$ cat config.mk
export PLATFORM = sky130hd
export DESIGN_NAME = mm3x3_seq_ctrl
export DESIGN_NICKNAME = d
export VERILOG_FILES = /design/src/rtl/mm3x3_seq_ctrl_pkg.sv /design/src/rtl/mm3x3_seq_ctrl_mac.sv /design/src/rtl/mm3x3_seq_ctrl.sv
export SDC_FILE = /design/constraint.sdc
export NUM_CORES = 2
export LEC_CHECK = 0
export BUFFER_PORTS_ARGS = -buffer_cell sky130_fd_sc_hd__buf_2
export CAP_MARGIN = 20
export CORE_MARGIN = 5
export CORE_UTILIZATION = 64
export DETAILED_ROUTE_END_ITERATION = 10
export PLACE_DENSITY_LB_ADDON = 0.25
export SLEW_MARGIN = 20
export SYNTH_ARGS = -nofsm -noshare
export SYNTH_HDL_FRONTEND = slang
export SYNTH_SLANG_ARGS = --single-unit
$ cat constraint.sdc
create_clock -name clk -period 18.48 [get_ports clk]
set_input_delay 0.924 -clock clk [delete_from_list [all_inputs] [get_ports clk]]
set_output_delay 0.924 -clock clk [all_outputs]
set_load 0.01 [all_outputs]
$ cat src/rtl/mm3x3_seq_ctrl_pkg.sv
// Shared constants, state encoding and index helpers for the 3x3 sequential
// matrix-multiply controller.
package mm_pkg;

  localparam int DIM   = 3;
  localparam int W     = 18;
  localparam int NELEM = DIM * DIM;
  localparam int B_OFF = DIM * DIM;

  typedef enum logic [1:0] {
    IDLE    = 2'd0,
    LOAD    = 2'd1,
    COMPUTE = 2'd2,
    DRAIN   = 2'd3
  } state_t;

  function automatic logic [3:0] rm_idx(input logic [1:0] r, input logic [1:0] c);
    return 4'(int'(r) * DIM + int'(c));
  endfunction

endpackage

$ cat src/rtl/mm3x3_seq_ctrl_mac.sv
// W-bit unsigned multiply-accumulate, truncating modulo 2^W.
// acc presents the running sum including this cycle's product, so the
// controller can capture a finished dot product on the same edge that clears.
module mm_mac
  import mm_pkg::*;
(
  input  logic         clk,
  input  logic         rst,
  input  logic [W-1:0] a,
  input  logic [W-1:0] b,
  input  logic         clr,
  input  logic         en,
  output logic [W-1:0] acc
);

  logic [W-1:0]   acc_q;
  logic [2*W-1:0] prod;

  assign prod = a * b;
  assign acc  = acc_q + prod[W-1:0];

  always_ff @(posedge clk or posedge rst) begin
    if (rst)
      acc_q <= '0;
    else if (clr)
      acc_q <= '0;
    else if (en)
      acc_q <= acc;
  end

endmodule

$ cat src/rtl/mm3x3_seq_ctrl.sv
// Sequential 3x3 unsigned matrix multiply: serial load of A then B, 27 MAC
// cycles through one shared mm_mac, then a valid/ready drain of C row-major.
//
// state   | meaning
// IDLE    | waiting for A11, in_ready=1
// LOAD    | accepting A12..B33, in_ready=1
// COMPUTE | 27 MAC cycles over (i,j,k), no input accepted
// DRAIN   | presenting C11..C33 to the consumer
module mm3x3_seq_ctrl
  import mm_pkg::*;
(
  input  logic         clk,
  input  logic         rst,
  input  logic         in_valid,
  output logic         in_ready,
  input  logic [W-1:0] in_data,
  output logic         out_valid,
  input  logic         out_ready,
  output logic [W-1:0] out_data,
  output logic         out_last,
  output logic         busy
);

  localparam logic [1:0] LAST_DIM  = 2'(DIM - 1);
  localparam logic [4:0] LOAD_LAST = 5'(2 * NELEM - 1);
  localparam logic [3:0] OUT_LAST  = 4'(NELEM - 1);

  state_t       state, state_nxt;
  logic [4:0]   load_idx;
  logic [1:0]   ci, cj, ck;
  logic [3:0]   out_idx;
  logic [W-1:0] a_mem [NELEM];
  logic [W-1:0] b_mem [NELEM];
  logic [W-1:0] c_mem [NELEM];

  logic         in_hs, out_hs, last_mac, mac_clr, mac_en;
  logic [W-1:0] mac_a, mac_b, mac_acc;

  assign in_ready  = (state == IDLE) || (state == LOAD);
  assign busy      = (state != IDLE);
  assign out_valid = (state == DRAIN);
  assign in_hs     = in_valid && in_ready;
  assign out_hs    = out_valid && out_ready;
  assign last_mac  = (state == COMPUTE) && (ci == LAST_DIM) && (cj == LAST_DIM) && (ck == LAST_DIM);

  always_ff @(posedge clk or posedge rst) begin
    if (rst)
      state <= IDLE;
    else
      state <= state_nxt;
  end

  always_comb begin
    state_nxt = state;
    case (state)
      IDLE:    if (in_hs) state_nxt = LOAD;
      LOAD:    if (in_hs && load_idx == LOAD_LAST) state_nxt = COMPUTE;
      COMPUTE: if (last_mac) state_nxt = DRAIN;
      DRAIN:   if (out_hs && out_idx == OUT_LAST) state_nxt = IDLE;
      default: state_nxt = IDLE;
    endcase
  end

  always_ff @(posedge clk or posedge rst) begin
    if (rst) begin
      load_idx <= '0;
      ci       <= '0;
      cj       <= '0;
      ck       <= '0;
      out_idx  <= '0;
    end else begin
      if (in_hs)
        load_idx <= (load_idx == LOAD_LAST) ? 5'd0 : load_idx + 5'd1;

      if (state == COMPUTE) begin
        if (ck == LAST_DIM) begin
          ck <= '0;
          if (cj == LAST_DIM) begin
            cj <= '0;
            ci <= (ci == LAST_DIM) ? 2'd0 : ci + 2'd1;
          end else begin
            cj <= cj + 2'd1;
          end
        end else begin
          ck <= ck + 2'd1;
        end
      end else begin
        ci <= '0;
        cj <= '0;
        ck <= '0;
      end

      if (out_hs)
        out_idx <= (out_idx == OUT_LAST) ? 4'd0 : out_idx + 4'd1;
    end
  end

  // A/B are written only on accepted handshakes; C at the close of each dot product
  always_ff @(posedge clk or posedge rst) begin
    if (rst) begin
      for (int n = 0; n < NELEM; n++) begin
        a_mem[n] <= '0;
        b_mem[n] <= '0;
        c_mem[n] <= '0;
      end
    end else begin
      if (in_hs) begin
        if (load_idx < 5'(B_OFF))
          a_mem[load_idx[3:0]] <= in_data;
        else
          b_mem[4'(load_idx - 5'(B_OFF))] <= in_data;
      end
      if (state == COMPUTE && ck == LAST_DIM)
        c_mem[rm_idx(ci, cj)] <= mac_acc;
    end
  end

  // out_data/out_last are preloaded so they stay independent of out_ready
  always_ff @(posedge clk or posedge rst) begin
    if (rst) begin
      out_data <= '0;
      out_last <= 1'b0;
    end else if (last_mac) begin
      out_data <= c_mem[0];
      out_last <= 1'b0;
    end else if (out_hs) begin
      if (out_idx == OUT_LAST) begin
        out_data <= '0;
        out_last <= 1'b0;
      end else begin
        out_data <= c_mem[4'(out_idx + 4'd1)];
        out_last <= (4'(out_idx + 4'd1) == OUT_LAST);
      end
    end
  end

  assign mac_a   = a_mem[rm_idx(ci, ck)];
  assign mac_b   = b_mem[rm_idx(ck, cj)];
  assign mac_en  = (state == COMPUTE);
  assign mac_clr = (state != COMPUTE) || (ck == LAST_DIM);

  mm_mac u_mac (
    .clk (clk),
    .rst (rst),
    .a   (mac_a),
    .b   (mac_b),
    .clr (mac_clr),
    .en  (mac_en),
    .acc (mac_acc)
  );

endmodule

==> reports/metrics.cfg <==
[worst_setup_path]
cp_data_arrival_time_ps = 10050
r2r_cells = 29
cp_slowest_stage_delay_ps = 710
timing.rr.start = cj[1]$_DFFE_PP0N_
cp_slowest_cell = a2111oi_0
worstReg2RegEnd = c_mem[140]$_DFFE_PP0P_
path_class = reg2reg
reg2reg_slack_ps = 8890
setup.worst_path.start_class = register
timing.critical_path.mode_cell = fa_1
worst_ep_required_time_ps = 18940
end_kind = register
cp_max_fo = 52

[sta]
slew_viol_final = 0
slew_headroom_pct = 18.33
final_hold_viol_count = 0
finalCriticalPeriod_ps = 9592
fin_skew_ps = 18.23
finalSetupTns_ps = 0
min_period_over_period_pct = 51.90
fmax_ghz = 0.1043
rsz0062_at_grt = no
tightest_slew_ps = 1214
setup_violations = 0

[layout]
final_common_cell = dfrtp_1
layout-drive-gt1-share_pct = 28.05
final_cell_mix = dfrtp_1 (539), mux2_2 (395), inv_1 (216)
syn_to_final_growth_pct = 8.671
fin_util_pct = 70.31
final_cells = 3138
layout.nets = 2731
antenna_cells = 0
fill_cells = 3207

[floorplanning]
num_rows = 79
die_width_um = 227.2
core_area_sq_um = 46650
top_level_ports = 44
start_util_pct = 64.70
die_area_sq_um = 51610
die_y_um = 227.2

[grt]
track_usage_pct = 28.97
grt_pass1_vias = 21080
grt_overflow = 0
grt_use_met1_pct = 38.68
use_met3_pct = 5.326
gr-usage-met2_pct = 47.73
grt_pass1_wl_mm = 116.8
grt_max_degree = 113
grt-busiest-layer = met2
antenna_found_initial = 1

[clock_tree]
cts-buffers-inserted = 56
cts-resized-gates = 0
htree_num_levels = 2
cts-root-buf = clkbuf_16
cts_hold_buf = 0
path_clk_slew_ps = 70
clk_latency_ps = 630
cts_setup_buffers = 0
clock_sinks = 540
cts_buffer_depth = 3
cts_tree = done

[logic_synthesis]
seq_area_frac_synth_pct = 44.76
synth-edff-count = 0
netlist_area_sq_um = 30190
syn-num-nets = 2721
ys_ff_latch = 540
syn_inst = 2482
syn_area_per_cell_sq_um = 12.16
synth_cell_type_count = 64
yosys_warnings = 0
async_flop_share_pct = 100.0
ys.flop_type = dfrtp_1

[route]
post_drt_wl_per_cell_um = 23.09
avgViaCountPerCell = 6.188
firstDrtPassIters = 6
drtAntennaViolNets = 0
num_vias = 19420
drc = 0
drt_iter0_markers = 1456
wl_mm = 72.46

[placed_design]
gp_congestion = 0.9379
portBuffers = 43
place_hpwl_mm = 47.57
dp_cells = 3040

[flow_run]
maxCapViolations = 0

[outcome]
status = finished clean

[worst_hold_path]
holdCritPathClass = in2async

## through the flow
step                area, sq um  setup WS [ps]  hold WS (ps)
finish                    32800           8888         438.1
global route              32800           8369         496.9
CTS                       32800           8947         476.4
detailed placement        30940           8962         465.4
global placement          30920           9291         456.4
floorplan                 30190           2462         444.6
## cell families (layout without fill, tap and decap cells)
kind of cell | Yosys count | count (layout) | share of synthesized area [%]
flip-flops | 540 | 540 | 44.76
XOR/XNOR | 48 | 48 | 1.658
multiplexers | 577 | 577 | 24.16
AND/OR/NAND/NOR | 470 | 470 | 6.864
adder cells (fa/ha/maj) | 217 | 217 | 12.15
AO/OA/AOI/OAI | 269 | 269 | 5.451
buffers and inverters | 361 | 410 | 4.949
## cell type report
class | instances | area (sq um) | share of cell area [%]
multi-input combinational | 1581 | 15240 | 46.45
sequential | 540 | 13510 | 41.20
clock buffer | 81 | 1637 | 4.989
inverter | 219 | 829.5 | 2.529
tap | 607 | 759.5 | 2.315
timing repair buffer | 94 | 601.8 | 1.835
clock inverter | 16 | 224.0 | 0.6827
## cells in the mapped netlist, types with 3 or more instances
master / instances / area share [%]
nand4_1: 6 / 0.12
inv_1: 217 / 2.7
mux2_2: 395 / 15
mux4_2: 81 / 6.0
xnor2_1: 34 / 0.99
nand2_1: 200 / 2.5
a31oi_1: 7 / 0.15
buf_2: 9 / 0.15
a21oi_1: 29 / 0.48
nand2b_1: 24 / 0.50
and3_1: 10 / 0.21
fa_1: 127 / 8.4
a31oi_2: 3 / 0.12
or2_2: 18 / 0.37
buf_1: 9 / 0.11
a22oi_1: 38 / 0.95
mux2i_1: 99 / 3.3
nor3_1: 7 / 0.12
clkbuf_1: 103 / 1.3
a32oi_1: 8 / 0.23
and2_1: 15 / 0.31
buf_4: 8 / 0.20
buf_6: 13 / 0.48
a32o_1: 3 / 0.099
o21ai_0: 147 / 2.4
a21o_1: 4 / 0.099
o21bai_1: 5 / 0.12
nor2b_1: 9 / 0.19
ha_1: 90 / 3.7
xor2_1: 9 / 0.26
dfrtp_1: 540 / 45
nor2_1: 149 / 1.9
nand3_1: 20 / 0.33
## per-layer routing
metal  vias to the layer above  wire (um)
met1                     10070      29060
met5                         -         11
met2                       646      35820
met4                         2       3047
li1                       8500          -
met3                       200       4523
## critical path: cells and delay by family, from the launching register on
family	cells	cell delay, ps
buffers and inverters	6	1130
and+or+nand+nor	3	790
AOI/OAI and AO/OA	9	2370
DFF	1	430
adders and majority gates	10	4090
xor gates and xnor gates	1	560
## registers in the layout (all words and copies together), names as in the netlist
| name | count |
|---|---|
| out_idx | 4 |
| ci | 2 |
| cj | 2 |
| b_mem | 162 |
| ck | 2 |
| out_data | 18 |
| c_mem | 162 |
| out_last | 1 |
| load_idx | 5 |
| a_mem | 162 |
| state | 2 |
| u_mac.acc_q | 18 |
## worst max-delay path by stage
stage                      start                endpoint  cells past startpoint
6_report       cj[1]$_DFFE_PP0N_  c_mem[140]$_DFFE_PP0P_                     29
5_1_grt        cj[1]$_DFFE_PP0N_  c_mem[140]$_DFFE_PP0P_                     29
4_1_cts        cj[1]$_DFFE_PP0N_  c_mem[158]$_DFFE_PP0P_                     29
3_5_place_dp   cj[1]$_DFFE_PP0N_   c_mem[68]$_DFFE_PP0P_                     29
3_3_place_gp   ci[0]$_DFFE_PP0P_   c_mem[14]$_DFFE_PP0P_                     31
2_1_floorplan                rst    a_mem[0]$_DFFE_PP0P_                      1
Power is not shown: default switching activity piles up to over one toggle a cycle in this logic, so the estimate is an artifact.
